==> src/rtl/keypad_pkg.sv <==
// Shared FSM encoding, key codes and helper functions for the keypad entry scanner.
package keypad_pkg;

  typedef enum logic [1:0] {
    StScan,
    StDebounce,
    StPressed,
    StRelease
  } state_t;

  localparam logic [3:0]  KEY_CLEAR = 4'hA;
  localparam logic [3:0]  KEY_BACK  = 4'hB;
  localparam logic [3:0]  KEY_ENTER = 4'hF;
  localparam logic [12:0] MAX_ENTRY = 13'd8191;

  // Key code at [row][col] of the 4x4 matrix.
  function automatic logic [3:0] key_map(input logic [1:0] row, input logic [1:0] col);
    logic [3:0] code;
    unique case ({row, col})
      4'h0: code = 4'h1;
      4'h1: code = 4'h2;
      4'h2: code = 4'h3;
      4'h3: code = 4'hA;
      4'h4: code = 4'h4;
      4'h5: code = 4'h5;
      4'h6: code = 4'h6;
      4'h7: code = 4'hB;
      4'h8: code = 4'h7;
      4'h9: code = 4'h8;
      4'hA: code = 4'h9;
      4'hB: code = 4'hC;
      4'hC: code = 4'hE;
      4'hD: code = 4'h0;
      4'hE: code = 4'hF;
      4'hF: code = 4'hD;
    endcase
    return code;
  endfunction

  // Index of the lowest line driven low; used for both rows and the one-hot-low column.
  function automatic logic [1:0] low_index(input logic [3:0] lines);
    if (!lines[0]) return 2'd0;
    if (!lines[1]) return 2'd1;
    if (!lines[2]) return 2'd2;
    return 2'd3;
  endfunction

  function automatic logic [13:0] bcd_to_bin(input logic [15:0] d);
    return 14'(d[15:12]) * 14'd1000 + 14'(d[11:8]) * 14'd100 +
           14'(d[7:4]) * 14'd10 + 14'(d[3:0]);
  endfunction

endpackage

==> src/rtl/keypad_debounce_counter.sv <==
// Stable-cycle counter: counts enabled cycles up to LIMIT-1 and holds there until cleared.
module keypad_debounce_counter #(
  parameter int unsigned     WIDTH = 20,
  parameter logic [WIDTH-1:0] LIMIT = WIDTH'(500000)
) (
  input  logic clk,
  input  logic rst_n,
  input  logic clr,
  input  logic en,
  output logic done
);

  logic [WIDTH-1:0] cnt_q;

  assign done = (cnt_q == LIMIT - WIDTH'(1));

  always_ff @(posedge clk or negedge rst_n) begin
    if (!rst_n) begin
      cnt_q <= '0;
    end else if (clr) begin
      cnt_q <= '0;
    end else if (en && !done) begin
      cnt_q <= cnt_q + WIDTH'(1);
    end
  end

endmodule

==> src/rtl/keypad_entry_scanner.sv <==
// 4x4 keypad scanner with debounce and 4-digit decimal entry delivered as a 13-bit value.
// Define KEYPAD_AUTOREPEAT_EN to re-emit a held digit key every REPEAT_CYCLES.
module keypad_entry_scanner
  import keypad_pkg::*;
#(
  parameter int unsigned SCAN_BITS       = 18,
  parameter logic [19:0] DEBOUNCE_CYCLES = 20'd500000,
  parameter logic [25:0] REPEAT_CYCLES   = 26'd25000000
) (
  input  logic        clk,
  input  logic        rst_n,
  input  logic [3:0]  Row,
  output logic [3:0]  Col,
  output logic [3:0]  key_code,
  output logic        key_valid,
  output logic [12:0] entry,
  output logic [12:0] num,
  output logic        num_valid,
  output logic        err
);

  if (SCAN_BITS == 0 || DEBOUNCE_CYCLES == '0 || REPEAT_CYCLES == '0) begin : g_param_check
    $error("keypad_entry_scanner: SCAN_BITS, DEBOUNCE_CYCLES and REPEAT_CYCLES must be nonzero");
  end

  state_t               state_q;
  logic [3:0]           row_meta_q, row_sync_q, cap_q, col_q;
  logic [SCAN_BITS-1:0] slot_q;
  logic [3:0]           key_code_q;
  logic                 key_valid_q, num_valid_q, err_q, enter_pend_q;
  logic [12:0]          entry_q, num_q;
  logic [15:0]          dig_q;

  logic        stable, all_high, dbc_en, dbc_done, rep_fire, apply;
  logic [3:0]  press_code;
  logic [16:0] cand;
  logic [15:0] dig_d;
  logic [12:0] entry_d;
  logic        err_d, enter_pend_d;

  assign stable     = (row_sync_q == cap_q);
  assign all_high   = (row_sync_q == 4'hF);
  assign press_code = key_map(low_index(cap_q), low_index(col_q));
  assign apply      = (state_q == StPressed) || rep_fire;

  // One counter serves both the press debounce and the release debounce.
  assign dbc_en = ((state_q == StDebounce) && stable) || ((state_q == StRelease) && all_high);

  keypad_debounce_counter #(
    .WIDTH (20),
    .LIMIT (DEBOUNCE_CYCLES)
  ) u_debounce (
    .clk   (clk),
    .rst_n (rst_n),
    .clr   (!dbc_en),
    .en    (dbc_en),
    .done  (dbc_done)
  );

`ifdef KEYPAD_AUTOREPEAT_EN
  logic rep_en, rep_done;

  // Only digit keys repeat, and only while the same row pattern stays held.
  assign rep_en   = (state_q == StRelease) && stable && (key_code_q <= 4'd9);
  assign rep_fire = rep_en && rep_done;

  keypad_debounce_counter #(
    .WIDTH (26),
    .LIMIT (REPEAT_CYCLES)
  ) u_repeat (
    .clk   (clk),
    .rst_n (rst_n),
    .clr   (!rep_en || rep_done),
    .en    (rep_en),
    .done  (rep_done)
  );
`else
  assign rep_fire = 1'b0;
`endif

  always_comb begin
    dig_d        = dig_q;
    err_d        = err_q;
    enter_pend_d = 1'b0;
    cand         = 17'(entry_q) * 17'd10 + 17'(press_code);
    if (enter_pend_q) begin
      dig_d = '0;
      err_d = 1'b0;
    end else if (apply) begin
      if (press_code <= 4'd9) begin
        if ((dig_q[15:12] == 4'd0) && (cand <= 17'(MAX_ENTRY))) begin
          dig_d = {dig_q[11:0], press_code};
        end else begin
          err_d = 1'b1;
        end
      end else begin
        case (press_code)
          KEY_CLEAR: begin
            dig_d = '0;
            err_d = 1'b0;
          end
          KEY_BACK:  dig_d = {4'd0, dig_q[15:4]};
          KEY_ENTER: enter_pend_d = 1'b1;
          default:   ;
        endcase
      end
    end
    entry_d = 13'(bcd_to_bin(dig_d));
  end

  always_ff @(posedge clk or negedge rst_n) begin
    if (!rst_n) begin
      row_meta_q   <= 4'hF;
      row_sync_q   <= 4'hF;
      state_q      <= StScan;
      col_q        <= 4'b1110;
      slot_q       <= '0;
      cap_q        <= 4'hF;
      key_code_q   <= '0;
      key_valid_q  <= 1'b0;
      num_q        <= '0;
      num_valid_q  <= 1'b0;
      err_q        <= 1'b0;
      dig_q        <= '0;
      entry_q      <= '0;
      enter_pend_q <= 1'b0;
    end else begin
      row_meta_q   <= Row;
      row_sync_q   <= row_meta_q;
      key_valid_q  <= 1'b0;
      num_valid_q  <= 1'b0;
      dig_q        <= dig_d;
      entry_q      <= entry_d;
      err_q        <= err_d;
      enter_pend_q <= enter_pend_d;

      if (apply) begin
        key_code_q  <= press_code;
        key_valid_q <= 1'b1;
        if (press_code == KEY_ENTER) begin
          num_q       <= entry_q;
          num_valid_q <= 1'b1;
        end
      end

      unique case (state_q)
        StScan: begin
          slot_q <= slot_q + SCAN_BITS'(1);
          if (&slot_q) begin
            if (!all_high) begin
              state_q <= StDebounce;
              cap_q   <= row_sync_q;
            end else begin
              col_q <= {col_q[2:0], col_q[3]};
            end
          end
        end
        StDebounce: begin
          if (!stable) begin
            state_q <= StScan;
            slot_q  <= '0;
          end else if (dbc_done) begin
            state_q <= StPressed;
          end
        end
        StPressed: state_q <= StRelease;
        StRelease: begin
          if (all_high && dbc_done) begin
            state_q <= StScan;
            slot_q  <= '0;
          end
        end
      endcase
    end
  end

  assign Col       = col_q;
  assign key_code  = key_code_q;
  assign key_valid = key_valid_q;
  assign entry     = entry_q;
  assign num       = num_q;
  assign num_valid = num_valid_q;
  assign err       = err_q;

endmodule

==> config.mk <==
export PLATFORM = sky130hd
export DESIGN_NAME = keypad_entry_scanner
export DESIGN_NICKNAME = d
export VERILOG_FILES = /design/src/rtl/keypad_pkg.sv /design/src/rtl/keypad_debounce_counter.sv /design/src/rtl/keypad_entry_scanner.sv
export SDC_FILE = /design/constraint.sdc
export NUM_CORES = 1
export LEC_CHECK = 0
export CAP_MARGIN = 10
export CELL_PAD_IN_SITES_DETAIL_PLACEMENT = 2
export CELL_PAD_IN_SITES_GLOBAL_PLACEMENT = 2
export CORE_UTILIZATION = 42
export DETAILED_ROUTE_END_ITERATION = 7
export MAX_ROUTING_LAYER = met4
export PLACE_DENSITY = 0.94
export REMOVE_ABC_BUFFERS = 1
export SLEW_MARGIN = 20
export SYNTH_ARGS = -nofsm -noshare
export SYNTH_HDL_FRONTEND = slang
export SYNTH_SLANG_ARGS = --single-unit
==> constraint.sdc <==
create_clock -name clk -period 25.4 [get_ports clk]
set_clock_uncertainty 0.05 [all_clocks]
set_input_delay 5.08 -clock clk [delete_from_list [all_inputs] [get_ports clk]]
set_output_delay 5.08 -clock clk [all_outputs]
set_load 0.01 [all_outputs]
# Yosys cells after proc, flatten, opt, wreduce, memory -nomap -nowiden
# Memory sizes are Yosys's and may differ from the RTL's.
# Index checks and enable logic that the tools add are counted.
[op_classes]
n_addsub = 6
eq_ne = 16
multipliers = 4
n_reduce_logical = 19
mux = 49
magnitude_cmp = 2
bitwise_logic = 1
[op_table]
columns = ["operator", "n"]
rows = [
  ["$mux 16", 4],
  ["$pmux 18 s3", 1],
  ["$mux 20", 2],
  ["$reduce_and 20->1", 2],
  ["$mux 18", 2],
  ["$mux 2", 17],
  ["$pmux 16 s2", 1],
  ["$mux 1", 21],
  ["$add 20x1->20 const B", 1],
  ["$eq 20x19->1 const B", 1],
  ["$add 18x1->18 const B", 1],
  ["$reduce_and 18->1", 1],
  ["$add 17x4->17", 1],
  ["$le 17x13->1 const B", 1],
  ["$eq 4x4->1 const B", 4],
  ["$mul 13x3->16 const B", 1],
  ["$add 13x11->13", 1],
  ["$add 13x4->13", 1],
  ["$add 13x8->13", 1],
  ["$mul 4x7->10 const B", 1],
  ["$mul 4x5->9 const B", 1],
  ["$ne 2x2->1 const B", 4],
  ["$pmux 2 s4", 1],
  ["$mul 4x3->7 const B", 1],
  ["other kinds (17)", 25],
]
[totals]
mem_bits_ro = 64
mem_count = 1
in_bits = 6
word_cells = 113
regBits = 106
out_inout_bits = 37
[memory_table]
columns = ["memory", "words", "word_bits", "rd", "rd_clocked_by_memory_dff", "write_ports", "line", "source"]
rows = [
  ["(name not given)", 16, 4, 1, 0, 0, "keypad_pkg.sv:19", "unique case ({row, col})"],
]

# Longest topological paths before layout
# An unclocked memory read counts as a cell.
[logic_depth]
word_depth = 19
ltp_mapped = 37
mapped_depth_nobuf = 35

# Cells and area by module
# Synthesis repeated with hierarchy kept, for this count alone.
[unflattened]
hier_cells = 758
hier_area_um2 = 7258.2
[by_module_without_submodules]
columns = ["mod", "seq_area_each_um2", "area_per_inst_um2", "cells_per_inst", "n_inst"]
rows = [
  ["keypad_entry_scanner", 2145.8, 6158.4, 651, 1],
  ["keypad_debounce_counter", 500.5, 1099.8, 107, 1],
]

# Least setup slack after synthesis
# Ideal clock, no wire load.
[synth_timing]
kind = "reg-to-reg"
from = "register col_q[1] (netlist: Col[1])"
to = "register entry_q[12] (netlist: entry[12])"
period_less_slack_ns = 8.494
path_stages_with_launch = 36
arrival_time_ns = 8.364
setup_ns = 0.080
setup_slack_ns = 16.906
t_required_ns = 25.270
n_path_buf = 1
path_cell_list = "dfstp_2 > inv_1 > o21ai_0 > inv_1 > ha_1 > mux2i_1 > nor2_1 > a21oi_1 > and2_1 > clkbuf_1 > inv_1 > fa_1 > nor2b_1 > o211ai_1 > or4_1 > nor4b_1 > nand4_1 > a21oi_1 > and3_1 > nand2_1 > a21o_1 > fa_1 > inv_1 > fa_1 > inv_1 > ha_1 > a21oi_1 > xnor2_1 > ha_1 > ha_1 > ha_1 > or4_1 > a31o_2 > a21oi_1 > xnor2_1 > xnor2_1"
[synth_between]
elab_chain_cells = 17
word_cells_on_any_way = 25
classes_between = "add/sub: 4; mul: 3; order compare: 2; eq/ne: 2; mux: 12; reduce/logical: 1; memory: 1"
[synth_lines]
columns = ["item", "line", "source"]
rows = [
  ["start, declared", "keypad_entry_scanner.sv:27", "logic [3:0] row_meta_q, row_sync_q, cap_q, col_q;"],
  ["start signal, assigned", "keypad_entry_scanner.sv:154", "col_q <= {col_q[2:0], col_q[3]};"],
  ["$mux 2", "keypad_pkg.sv:43", "if (!lines[1]) return 2'd1;"],
  ["$mux 2", "keypad_pkg.sv:44", "if (!lines[2]) return 2'd2;"],
  ["$mux 2", "keypad_pkg.sv:45", "return 2'd3;"],
  ["$mux 2 *", "keypad_pkg.sv:44", ""],
  ["$mux 2 *", "keypad_pkg.sv:43", ""],
  ["$mem_v2 16x4 *", "n/a", ""],
  ["via press_code[2]", "keypad_entry_scanner.sv:35", "logic [3:0] press_code;"],
  ["$add 17x4->17", "keypad_entry_scanner.sv:85", "cand = 17'(entry_q) * 17'd10 + 17'(press_code);"],
  ["[... 3 more ...]", "n/a", ""],
  ["$mux 16 *", "keypad_entry_scanner.sv:90", "if (press_code <= 4'd9) begin"],
  ["$mux 16 *", "keypad_entry_scanner.sv:89", "end else if (apply) begin"],
  ["$mux 16 *", "keypad_entry_scanner.sv:86", "if (enter_pend_q) begin"],
  ["$mul 4x7->10 / $mul 4x5->9 (equally long branches)", "keypad_pkg.sv:49", "return 14'(d[15:12]) * 14'd1000 + 14'(d[11:8]) * 14'd100 +"],
  ["$add 13x11->13", "keypad_pkg.sv:49", ""],
  ["$add 13x8->13", "keypad_pkg.sv:49", ""],
  ["$add 13x4->13 *", "keypad_pkg.sv:50", "14'(d[7:4]) * 14'd10 + 14'(d[3:0]);"],
  ["via entry_d[12]", "keypad_entry_scanner.sv:38", "logic [12:0] entry_d;"],
  ["end signal, assigned", "keypad_entry_scanner.sv:133", "entry_q <= entry_d;"],
  ["end, declared", "keypad_entry_scanner.sv:31", "logic [12:0] entry_q, num_q;"],
]
# The timed path passes the listed nets; every way through them passes the cells marked *. The select of a mux whose other input is x is not followed.
# A chain may end at the register's enable or synchronous reset.

# Final worst setup path
[layout_timing]
from = "register col_q[1] (netlist: Col[1])"
to = "register entry_q[12] (netlist: entry[12])"
[layout_between]
word_cells_on_any_way = 25
classes_between = "add/sub: 4; mul: 3; order compare: 2; eq/ne: 2; mux: 12; reduce/logical: 1; memory: 1"
[layout_rtl]
columns = ["item", "line", "source"]
rows = [
  ["$mux 2", "keypad_pkg.sv:43", ""],
  ["$mux 2", "keypad_pkg.sv:44", ""],
  ["$mux 2", "keypad_pkg.sv:45", ""],
  ["$mux 2 *", "keypad_pkg.sv:44", ""],
  ["$mux 2 *", "keypad_pkg.sv:43", ""],
  ["$mem_v2 16x4 *", "n/a", ""],
  ["$add 17x4->17", "keypad_entry_scanner.sv:85", ""],
  ["$le 17x13->1", "keypad_entry_scanner.sv:91", "if ((dig_q[15:12] == 4'd0) && (cand <= 17'(MAX_ENTRY))) begin"],
  ["[... 2 more ...]", "n/a", ""],
  ["$mux 16 *", "keypad_entry_scanner.sv:90", ""],
  ["$mux 16 *", "keypad_entry_scanner.sv:89", ""],
  ["$mux 16 *", "keypad_entry_scanner.sv:86", ""],
  ["via dig_d[5]", "keypad_entry_scanner.sv:37", "logic [15:0] dig_d;"],
  ["$mul 4x3->7 *", "keypad_pkg.sv:50", ""],
  ["$add 13x8->13 *", "keypad_pkg.sv:49", ""],
  ["$add 13x4->13 *", "keypad_pkg.sv:50", ""],
  ["via entry_d[12]", "keypad_entry_scanner.sv:38", ""],
]
# Marks and branches as above.

==> run_results.csv <==
group,metric,value,unit
outcome,status,"finished clean",
pwr,p_leak,3.91,nW
hold_path,holdCritPathClass,"reg -> reg",
detailed_routing,wl_per_cell,22.7,µm
grt,grt_pass1_vias,6447,
die,io_pins,43,
pwr,powerDensity,39.8,nW/µm²
synth,synth_top_area_share,32.2,%
flow_run,drv_cap,0,
detailed_routing,ant_nets,0,
critical_path,path_class,"reg -> reg",
synth,syn_area,7000,µm²
clock_network,clock_sinks,105,
layout,syn2layout_area_growth,13.3,%
die,dieWidth,131,µm
critical_path,worst_ep_required_time,25.63,ns
sta,rsz0062_at_grt,"false",
sta,finalSetupTns,0,ns
synth,synth_cells,696,
sta,period_minus_slack,10.20,ns
pwr,p_comb_share,1.5,%
critical_path,arrival,10.43,ns
clock_network,insertion_delay,0.36,ns
layout,final_cell_area,7930,µm²
layout,fin_nets,838,
layout,fillers,1662,
sta,timing.fmax,98.1,MHz
detailed_routing,dr.pass1.iters,4,
layout,drive_above_1_share,9.21,%
clock_network,post_cts_buffers,0,
placed_design,placed_cells,938,
grt,grt_max_degree,85,
synth,yosysUniqueCellTypes,68,
die,die_area,17200,µm²
die,start_util,43.6,%
clock_network,cts.clk_slew.worst_paths,0.08,ns
synth,synth_ff_type,"dfrtp_1",
synth,ys_seq_elements,105,
sta,tightest_slew,0.831,ns
grt,antenna_found_initial,0,
detailed_routing,route.detailed.drc,0,
hold_path,holdCritStartpoint,"row_meta_q[2]",
detailed_routing,vias,5431,
placed_design,hpwl,16.5,mm
sta,period_share,40.2,%
die,dieHeight,131,µm
critical_path,critPathCaptureType,"flip-flop",
detailed_routing,vias_per_cell,5.69,
grt,grt-ovfl-total,0,
critical_path,r2r-start,"Col[1]",
synth,synth_area_per_cell,10.1,µm²
critical_path,cpPeakStageDelay,0.75,ns
pwr,power_frac_seq,53.6,%
clock_network,root_buffer,"clkbuf_16",
pwr,pwr-share-clk,45.0,%
critical_path,reg2regPathDepth,34,
sta,slew_violations,0,
placed_design,dpl_cell_area,7620,µm²
placed_design,port_buffers,42,
grt,grt.total_usage,28.1,%
synth,synthArstFlopShare,100,%
detailed_routing,drt-total-wl,21.7,mm
placed_design,place.gp.congestion,0.840,
pwr,p_sw_share,23.7,%
layout,antenna_cells,0,
critical_path,reg2reg_slack,15.20,ns
synth,yosysTopAreaCell,"dfrtp_1",
clock_network,numCtsBuffers,9,
pwr,ir_drop,0.0000302,V
synth,ys_warn_count,0,
hold_path,holdPathStages,0,
hold_path,worstHoldEndpoint,"row_sync_q[2]",
pwr,p_int,0.000241,W
grt,grt_pass1_wl,34.9,mm
die,row_count,46,
critical_path,reg2reg_to,"entry[12]",
clock_network,cts_htree_levels,3,
synth,synth_edf_count,0,
sta,hold_violations,0,
clock_network,cts_tree,"yes",
clock_network,cts-resized-gates,0,
layout,final_cells,954,
synth,ys_seq_area_share,37.8,%
detailed_routing,drt_iter0_markers,306,
pwr,p_switching,0.0000747,W
die,coreArea,16100,µm²
synth,synth.most_common_cell,"dfrtp_1",
clock_network,hold_buffers,0,
sta,hold_ws,0.316,ns
sta,relSlewSlack,44.5,%
critical_path,worstSetupStartpointType,"flip-flop",
critical_path,path_max_fanout,11,
synth,yosys-top-cells-area,"dfrtp_1 (32%), ha_1 (14%), dfstp_2 (5.6%), fa_1 (5.4%), xor2_1 (3.8%)",
sta,finalSetupViolations,0,
critical_path,crit_slowest_cell,"nor2b_1",
layout,final_util,49.4,%
synth,synth_common_cells,"dfrtp_1 (90), ha_1 (80), inv_1 (56), nand2_1 (53), nor2_1 (48)",
clock_network,cts.path.max_buffers,2,
-- how the worst max path moves through the flow --
stage / end / cells past startpoint / from
final: entry[12] / 34 / Col[1]
after global routing: entry[12] / 34 / Col[1]
after CTS: entry[12] / 34 / Col[1]
after detailed placement: entry[12] / 34 / Col[1]
after global placement: entry[12] / 34 / Col[1]
after floorplan: entry[12] / 34 / Col[1]
-- cell type report --
type	count	area (µm²)	area share, %
multi-input cells	516	4060	51.2
well taps	216	270	3.41
flip-flops and latches	105	2650	33.4
clock inverters	6	60.1	0.757
inverters	57	214	2.70
clock buffers	10	239	3.01
repair buffers	44	437	5.51
-- stage by stage --
step / worst slack, ns / power, W
6_report: 15.20 / 0.000315
5_1_grt: 14.70 / 0.000324
4_1_cts: 15.27 / 0.000319
3_5_place_dp: 15.53 / 0.000177
3_3_place_gp: 16.38 / 0.000177
2_1_floorplan: 16.98 / 0.000172
-- worst max-delay path: cells and delay by family (launching register included) --
family | cells | cell delay, ns
muxes | 1 | 0.14
adders and majority gates | 8 | 2.77
and+or+nand+nor | 9 | 2.99
xor gates and xnor gates | 2 | 0.33
AOI/OAI and AO/OA | 9 | 2.74
buffers and inverters | 5 | 0.56
DFF | 1 | 0.57
-- logic make-up after synthesis --
logic type	count (synthesis)	synth area share [%]
multiplexers	21	3.33
AO/OA/AOI/OAI	127	12.0
flip-flops	105	37.8
AND/OR/NAND/NOR	214	16.0
adder cells (fa/ha/maj)	99	19.7
buffers and inverters	75	4.24
XOR/XNOR	55	6.89
-- sequential cells by signal, indices dropped and copies added, names as in the netlist, named ones only --
| signal | flops |
|---|---|
| cap_q | 4 |
| entry | 12 |
| dig_q | 16 |
| key_code | 4 |
| num | 13 |
| key_valid | 1 |
| row_meta_q | 4 |
| enter_pend_q | 1 |
| row_sync_q | 4 |
| Col | 4 |
| u_debounce.cnt_q | 20 |
| num_valid | 1 |
| state_q | 1 |
| err | 1 |
| slot_q | 18 |
-- metal layers --
| layer | routed length, µm | GRT usage, % |
|---|---|---|
| met1 | 8400 | 28.7 |
| met5 | 0 | - |
| met2 | 12000 | 53.4 |
| met3 | 546 | 4.63 |
| met4 | 742 | 10.3 |
-- cell usage in the layout (no fill, tap or decap), types with 25 or more instances in the layout --
| cell | synthesis | routed |
|---|---|---|
| ha_1 | 80 | 80 |
| xor2_1 | 30 | 30 |
| nand2_1 | 53 | 53 |
| nor2_1 | 48 | 48 |
| inv_1 | 56 | 56 |
| clkdlybuf4s50_1 | 0 | 41 |
| xnor2_1 | 25 | 25 |
| a21oi_1 | 32 | 31 |
| o21ai_0 | 31 | 31 |
| dfrtp_1 | 90 | 90 |
-- power by group through the flow --
stage | Sequential (W) | Combinational, W | Clock, W
floorplan | 0.000172 | 0.000000340 | 0
global placement | 0.000172 | 0.00000456 | 0
detailed placement | 0.000172 | 0.00000482 | 0
CTS | 0.000169 | 0.00000487 | 0.000145
global route | 0.000169 | 0.00000535 | 0.000150
finish | 0.000169 | 0.00000462 | 0.000142
Note: power is estimated with default switching activity, not from simulation.
